===== config.mk =====
export PLATFORM = sky130hd
export DESIGN_NAME = list_port_arb
export DESIGN_NICKNAME = d
export VERILOG_FILES = /design/src/rtl/list_port_arb.sv
export SDC_FILE = /design/constraint.sdc
export NUM_CORES = 1
export LEC_CHECK = 0
export ABC_AREA = 1
export BUFFER_PORTS_ARGS = -buffer_cell sky130_fd_sc_hd__buf_2
export CAP_MARGIN = 30
export CORE_MARGIN = 2
export CORE_UTILIZATION = 40
export CTS_CLUSTER_SIZE = 25
export DETAILED_ROUTE_END_ITERATION = 10
export GPL_TIMING_DRIVEN = 0
export PLACE_DENSITY_LB_ADDON = 0.05
export RECOVER_POWER = 50
export SLEW_MARGIN = 20
export SYNTH_ARGS = -nofsm -noshare
export SYNTH_HDL_FRONTEND = slang
export SYNTH_SLANG_ARGS = --single-unit

===== constraint.sdc =====
create_clock -name clk -period 6.4 [get_ports clk]
set_input_delay 0.32 -clock clk [delete_from_list [all_inputs] [get_ports clk]]
set_output_delay 0.32 -clock clk [all_outputs]
set_load 0.01 [all_outputs]

===== src/rtl/list_port_arb.sv =====
// list_port_arb: shares the two list-controller access ports between NUM_REQ
// requesters. Round-robin picks an older grant (port0) and a non-conflicting
// younger grant (port1) each cycle; results return as a 1-cycle registered pulse.
// Optional feature macro: ARB_STATS_EN (grant/conflict statistics counters).
module list_port_arb #(
  parameter int unsigned NUM_REQ     = 4,
  parameter int unsigned LISTS_DEPTH = 4,
  parameter int unsigned INDEX_LENTH = 4,
  localparam int unsigned TAG_W      = (LISTS_DEPTH > 1) ? $clog2(LISTS_DEPTH) : 1
) (
  input  logic                           clk,
  input  logic                           rst_n,
`ifdef ARB_STATS_EN
  input  logic                           stat_clr,
  output logic [31:0]                    stat_grant_cnt,
  output logic [15:0]                    stat_conflict_cnt,
`endif
  input  logic                           arb_en,
  input  logic [NUM_REQ-1:0]             req_valid,
  output logic [NUM_REQ-1:0]             req_ready,
  input  logic [NUM_REQ*INDEX_LENTH-1:0] req_index,
  input  logic [NUM_REQ*2-1:0]           req_cmd,
  input  logic [NUM_REQ*TAG_W-1:0]       req_tag,
  output logic [NUM_REQ-1:0]             rsp_valid,
  output logic [NUM_REQ*3-1:0]           rsp_status,
  output logic [NUM_REQ*TAG_W-1:0]       rsp_tag,
  output logic                           acc_req_0,
  output logic [INDEX_LENTH-1:0]         acc_index_0,
  output logic [1:0]                     acc_cmd_0,
  output logic [TAG_W-1:0]               acc_tag_0,
  input  logic [2:0]                     acc_status_0,
  input  logic [TAG_W-1:0]               return_tag_0,
  output logic                           acc_req_1,
  output logic [INDEX_LENTH-1:0]         acc_index_1,
  output logic [1:0]                     acc_cmd_1,
  output logic [TAG_W-1:0]               acc_tag_1,
  input  logic [2:0]                     acc_status_1,
  input  logic [TAG_W-1:0]               return_tag_1
);

  localparam int unsigned PTR_W = (NUM_REQ > 1) ? $clog2(NUM_REQ) : 1;
  localparam logic [1:0]  CMD_ILLEGAL = 2'b11;
  localparam logic [2:0]  STATUS_ILLEGAL = 3'b111;

  logic [INDEX_LENTH-1:0] idx_arr [NUM_REQ];
  logic [1:0]             cmd_arr [NUM_REQ];
  logic [TAG_W-1:0]       tag_arr [NUM_REQ];

  logic [PTR_W-1:0]       rr_ptr_q;
  logic [PTR_W-1:0]       rr_ptr_d;

  logic                   found_a;
  logic                   found_b;
  logic                   conflict;
  logic [PTR_W-1:0]       a_idx;
  logic [PTR_W-1:0]       b_idx;
  logic [PTR_W-1:0]       skip_idx;

  logic                   grant_en;
  logic                   gnt_a;
  logic                   gnt_b;
  logic                   a_illegal;

  // Unpack the flat request buses into per-requester fields
  always_comb begin
    for (int unsigned i = 0; i < NUM_REQ; i++) begin
      idx_arr[i] = req_index[i*INDEX_LENTH +: INDEX_LENTH];
      cmd_arr[i] = req_cmd[i*2 +: 2];
      tag_arr[i] = req_tag[i*TAG_W +: TAG_W];
    end
  end

  // Round-robin scan: A is the first valid, B the next valid that neither
  // shares A's index nor carries an illegal command
  always_comb begin
    int unsigned r;
    found_a  = 1'b0;
    found_b  = 1'b0;
    conflict = 1'b0;
    a_idx    = '0;
    b_idx    = '0;
    skip_idx = '0;
    r        = 0;
    for (int unsigned k = 0; k < NUM_REQ; k++) begin
      r = (32'(rr_ptr_q) + k) % NUM_REQ;
      if (req_valid[r]) begin
        if (!found_a) begin
          found_a = 1'b1;
          a_idx   = PTR_W'(r);
        end else if (!found_b) begin
          if (idx_arr[r] == idx_arr[a_idx]) begin
            if (!conflict) begin
              skip_idx = PTR_W'(r);
            end
            conflict = 1'b1;
          end else if (cmd_arr[r] != CMD_ILLEGAL) begin
            found_b = 1'b1;
            b_idx   = PTR_W'(r);
          end
        end
      end
    end
  end

  assign grant_en  = arb_en & rst_n;
  assign gnt_a     = found_a & grant_en;
  assign gnt_b     = found_b & grant_en;
  assign a_illegal = (cmd_arr[a_idx] == CMD_ILLEGAL);

  // Drive handshakes and the two access ports straight from the grant
  always_comb begin
    req_ready   = '0;
    acc_req_0   = 1'b0;
    acc_index_0 = '0;
    acc_cmd_0   = '0;
    acc_tag_0   = '0;
    acc_req_1   = 1'b0;
    acc_index_1 = '0;
    acc_cmd_1   = '0;
    acc_tag_1   = '0;
    if (gnt_a) begin
      req_ready[a_idx] = 1'b1;
      if (!a_illegal) begin
        acc_req_0   = 1'b1;
        acc_index_0 = idx_arr[a_idx];
        acc_cmd_0   = cmd_arr[a_idx];
        acc_tag_0   = tag_arr[a_idx];
      end
    end
    if (gnt_b) begin
      req_ready[b_idx] = 1'b1;
      acc_req_1        = 1'b1;
      acc_index_1      = idx_arr[b_idx];
      acc_cmd_1        = cmd_arr[b_idx];
      acc_tag_1        = tag_arr[b_idx];
    end
  end

  // Next priority: first conflict-skipped requester, else one past the last grant
  always_comb begin
    rr_ptr_d = rr_ptr_q;
    if (grant_en) begin
      if (conflict) begin
        rr_ptr_d = skip_idx;
      end else if (found_b) begin
        rr_ptr_d = PTR_W'((32'(b_idx) + 1) % NUM_REQ);
      end else if (found_a) begin
        rr_ptr_d = PTR_W'((32'(a_idx) + 1) % NUM_REQ);
      end
    end
  end

  // Round-robin pointer register
  always_ff @(posedge clk or negedge rst_n) begin
    if (!rst_n) begin
      rr_ptr_q <= '0;
    end else begin
      rr_ptr_q <= rr_ptr_d;
    end
  end

  // Capture port results into the owning requester's response slot
  always_ff @(posedge clk or negedge rst_n) begin
    if (!rst_n) begin
      rsp_valid  <= '0;
      rsp_status <= '0;
      rsp_tag    <= '0;
    end else begin
      rsp_valid <= req_ready;
      if (gnt_a) begin
        rsp_status[32'(a_idx)*3 +: 3]         <= a_illegal ? STATUS_ILLEGAL : acc_status_0;
        rsp_tag[32'(a_idx)*TAG_W +: TAG_W]    <= a_illegal ? '0 : return_tag_0;
      end
      if (gnt_b) begin
        rsp_status[32'(b_idx)*3 +: 3]         <= acc_status_1;
        rsp_tag[32'(b_idx)*TAG_W +: TAG_W]    <= return_tag_1;
      end
    end
  end

`ifdef ARB_STATS_EN
  // Grant counter wraps; conflict counter saturates; clear has priority
  always_ff @(posedge clk or negedge rst_n) begin
    if (!rst_n) begin
      stat_grant_cnt    <= '0;
      stat_conflict_cnt <= '0;
    end else if (stat_clr) begin
      stat_grant_cnt    <= '0;
      stat_conflict_cnt <= '0;
    end else begin
      stat_grant_cnt <= stat_grant_cnt + 32'(gnt_a) + 32'(gnt_b);
      if (conflict && grant_en && (stat_conflict_cnt != 16'hFFFF)) begin
        stat_conflict_cnt <= stat_conflict_cnt + 16'd1;
      end
    end
  end
`endif

endmodule


==> impl_metrics.yaml <==
logic_synthesis:
  syn_nets: 753
  yosys.area.top_type: "nand2_1"
  synth_edf_count: 0
  netlist_area_um2: 3933
  yosys.area.top_type_share: 0.2100
  synth.most_common_cell: "nand2_1"
  ys_warn_count: 0
  ys_ff_latch: 26
  synth_seq_area_share: 0.1654
  async_reset_ff_frac: 1.000
  synth_top_flop_cell: "dfrtp_1"
  synth.area.top_cells: "nand2_1 (21%), dfrtp_1 (17%), nand3_1 (8.0%)"
  synth_cell_types: 43
  synth_commonest_cells: "nand2_1 (220), inv_1 (79), nand3_1 (63), o21ai_0 (63), nor2_1 (52)"
  syn-mean-instance-area_um2: 5.699
  syn_inst: 690
clock_network:
  clockBufferDepth: 2
  ctsHoldBuffers: 0
  h-tree-depth: 1
  cts_tree: "done"
  cts_resized: 0
  cts.sinks: 26
  clkSlewWorstSetupHoldPaths_ns: 0.09
  cts_post_setup_buffers_inserted: 0
  cts-buffers-inserted: 3
  worstSkewPairLatency_ns: 0.27
  clock-root-buffer: "clkbuf_8"
timing:
  skew_ns: 0.007892
  whs_ns: 0.3077
  rsz0062_at_grt: "false"
  setup_viol: 0
  finalMaxSlewViolations: 0
  fmax_mhz: 200.4
  slew_headroom: 0.003871
  worstMarginPinSlew_ns: 1.494
  finalHoldViolCount: 0
  fin_crit_sh: 0.7796
  period_minus_slack_ns: 4.990
  tns_ns: 0
setup_path:
  path_cells: "buf_6, o21ai_0, nand2_1, nand2_2, ha_1, buf_2, nand3_2, nand2_4, nand2_2, nand2_2, buf_6, nand2_1, nand2_2, clkbuf_1, clkbuf_1, ha_1, nor4_1, inv_1, a21oi_1, a21oi_1, o21ai_0"
  crit_type: "reg2reg"
  r2r_start: "rr_ptr_q[0]$_DFFE_PN0P_"
  worst-r2r-setup-slack_ns: 1.41
  rr_worst_depth: 21
  crit_slowest_cell: "nor4_1"
  cpPeakStageDelay_ns: 0.62
  worstPathMaxFanout: 11
  cp-end-kind: "flop"
  crit_path_frequent_cell: "nand2_2"
  required_ns: 6.60
  critPathLaunchType: "flop"
  r2r-end: "rsp_status[2]$_DFF_PN0_"
  cp.arrival_ns: 5.19
global_routing:
  first_global_vias: 4697
  antenna_found_initial: 0
  grt_max_degree: 28
  met2_usage: 0.5200
  use_met1: 0.3520
  gr-usage-all-layers: 0.2841
  grt.overflow.total: 0
  grt_pass1_wl_um: 23560
  grtUsageMet3: 0.01966
  grt.busiest_layer: "met2"
place:
  hpwl_um: 11730
  place.gp.congestion: 0.9479
  port_buffers: 94
drt:
  routed_wl_um: 14970
  drc: 0
  ant_nets: 0
  drtIter0Drc: 292
  first_pass_iters: 5
  via_per_inst: 5.473
  vias: 5035
  wl_per_cell_um: 16.28
hold_path:
  min_to: "rsp_tag[4]$_DFF_PN0_"
  min_path_type: "in2reg"
  hold_start: "return_tag_1[0]"
  whs_path_depth: 3
finish:
  n_antenna_cell: 0
  fillers: 1108
  drive_gt1_frac: 0.1779
  area_growth_pct: 16.48
  fin_nets: 852
die:
  die_h_um: 103.2
  initial_core_util: 0.4080
  rows: 36
  fp.dieW_um: 103.2
  die_area_um2: 10640
  core-area_um2: 9639
  ioPinCount: 95
outcome:
  violations: "max-capacitance violations"
  outcome: "complete, but fails checks"
job:
  maxCapViolations: 1
## placed cells by master, fill, tap and decap left out, types with 6 or more instances in the layout
master | synthesis | routed
o21ai_0 | 63 | 63
clkbuf_1 | 6 | 30
dfrtp_1 | 26 | 26
nand2_2 | 21 | 21
a22oi_1 | 6 | 6
nand2_4 | 9 | 9
nand2_1 | 220 | 220
a21oi_1 | 25 | 25
nand4_1 | 7 | 7
buf_2 | 4 | 74
nor2_1 | 52 | 52
inv_2 | 8 | 8
o211ai_1 | 8 | 8
nand3_1 | 63 | 63
o21ai_1 | 15 | 15
o22ai_1 | 13 | 13
inv_1 | 79 | 79
ha_1 | 14 | 14
## layer usage
| layer | up-vias | wire [µm] |
|---|---|---|
| li1 | 2464 | - |
| met1 | 2324 | 6184 |
| met2 | 209 | 7485 |
| met3 | 38 | 808 |
| met4 | 0 | 495 |
| met5 | - | 0 |
## area by class of cell
type	instances	area (µm²)	area share
Multi-Input combinational cell	557	2826	0.6170
Sequential cell	26	650.6	0.1420
Timing Repair Buffer	94	440.4	0.09615
Inverter	87	326.6	0.07129
Tap cell	133	166.4	0.03633
Buffer	20	128.9	0.02813
Clock buffer	3	41.29	0.009014
## through the flow
step                cells  utilization  setup slack (ns)  instance area (µm²)
finish                920       0.4752             1.410                 4581
global route          920       0.4752             1.108                 4581
CTS                   920       0.4783             1.449                 4611
detailed placement    917       0.4740             1.476                 4569
global placement      917       0.4740             1.499                 4569
floorplan             690            -             2.576                 3933
## cell families after synthesis
family | Yosys count | synth area share
DFF | 26 | 0.1654
AOI/OAI and AO/OA | 147 | 0.2179
and+or+nand+nor | 392 | 0.4473
buffers and inverters | 107 | 0.1158
adders and majority gates | 14 | 0.04454
xor gates and xnor gates | 4 | 0.008910
## critical path, delay by kind of cell, from the launching register on
family,cells,cell delay (ns)
adders and majority gates,2,0.53
AOI/OAI and AO/OA,4,0.70
buffers and inverters,6,1.53
DFF,1,0.43
and+or+nand+nor,9,1.74
## worst max-delay path by stage
| stage | from | to | slack [ns] | depth (start not counted) |
|---|---|---|---|---|
| floorplan | rr_ptr_q[0]$_DFFE_PN0P_ | rsp_status[2]$_DFF_PN0_ | 2.58 | 21 |
| global placement | rr_ptr_q[0]$_DFFE_PN0P_ | rsp_status[2]$_DFF_PN0_ | 1.50 | 21 |
| detailed placement | rr_ptr_q[0]$_DFFE_PN0P_ | rsp_status[0]$_DFF_PN0_ | 1.48 | 21 |
| CTS | rr_ptr_q[0]$_DFFE_PN0P_ | rsp_status[2]$_DFF_PN0_ | 1.45 | 21 |
| global route | rr_ptr_q[0]$_DFFE_PN0P_ | rsp_status[2]$_DFF_PN0_ | 1.11 | 21 |
| finish | rr_ptr_q[0]$_DFFE_PN0P_ | rsp_status[2]$_DFF_PN0_ | 1.41 | 21 |
## sequential cells by signal, indices dropped and copies added (netlist names)
register	cells
rsp_valid	4
rr_ptr_q	2
rsp_status	12
rsp_tag	8
Power is left out: the tool's default activity adds up to more than one toggle a clock period on the data nets, which glitch-free logic cannot reach.
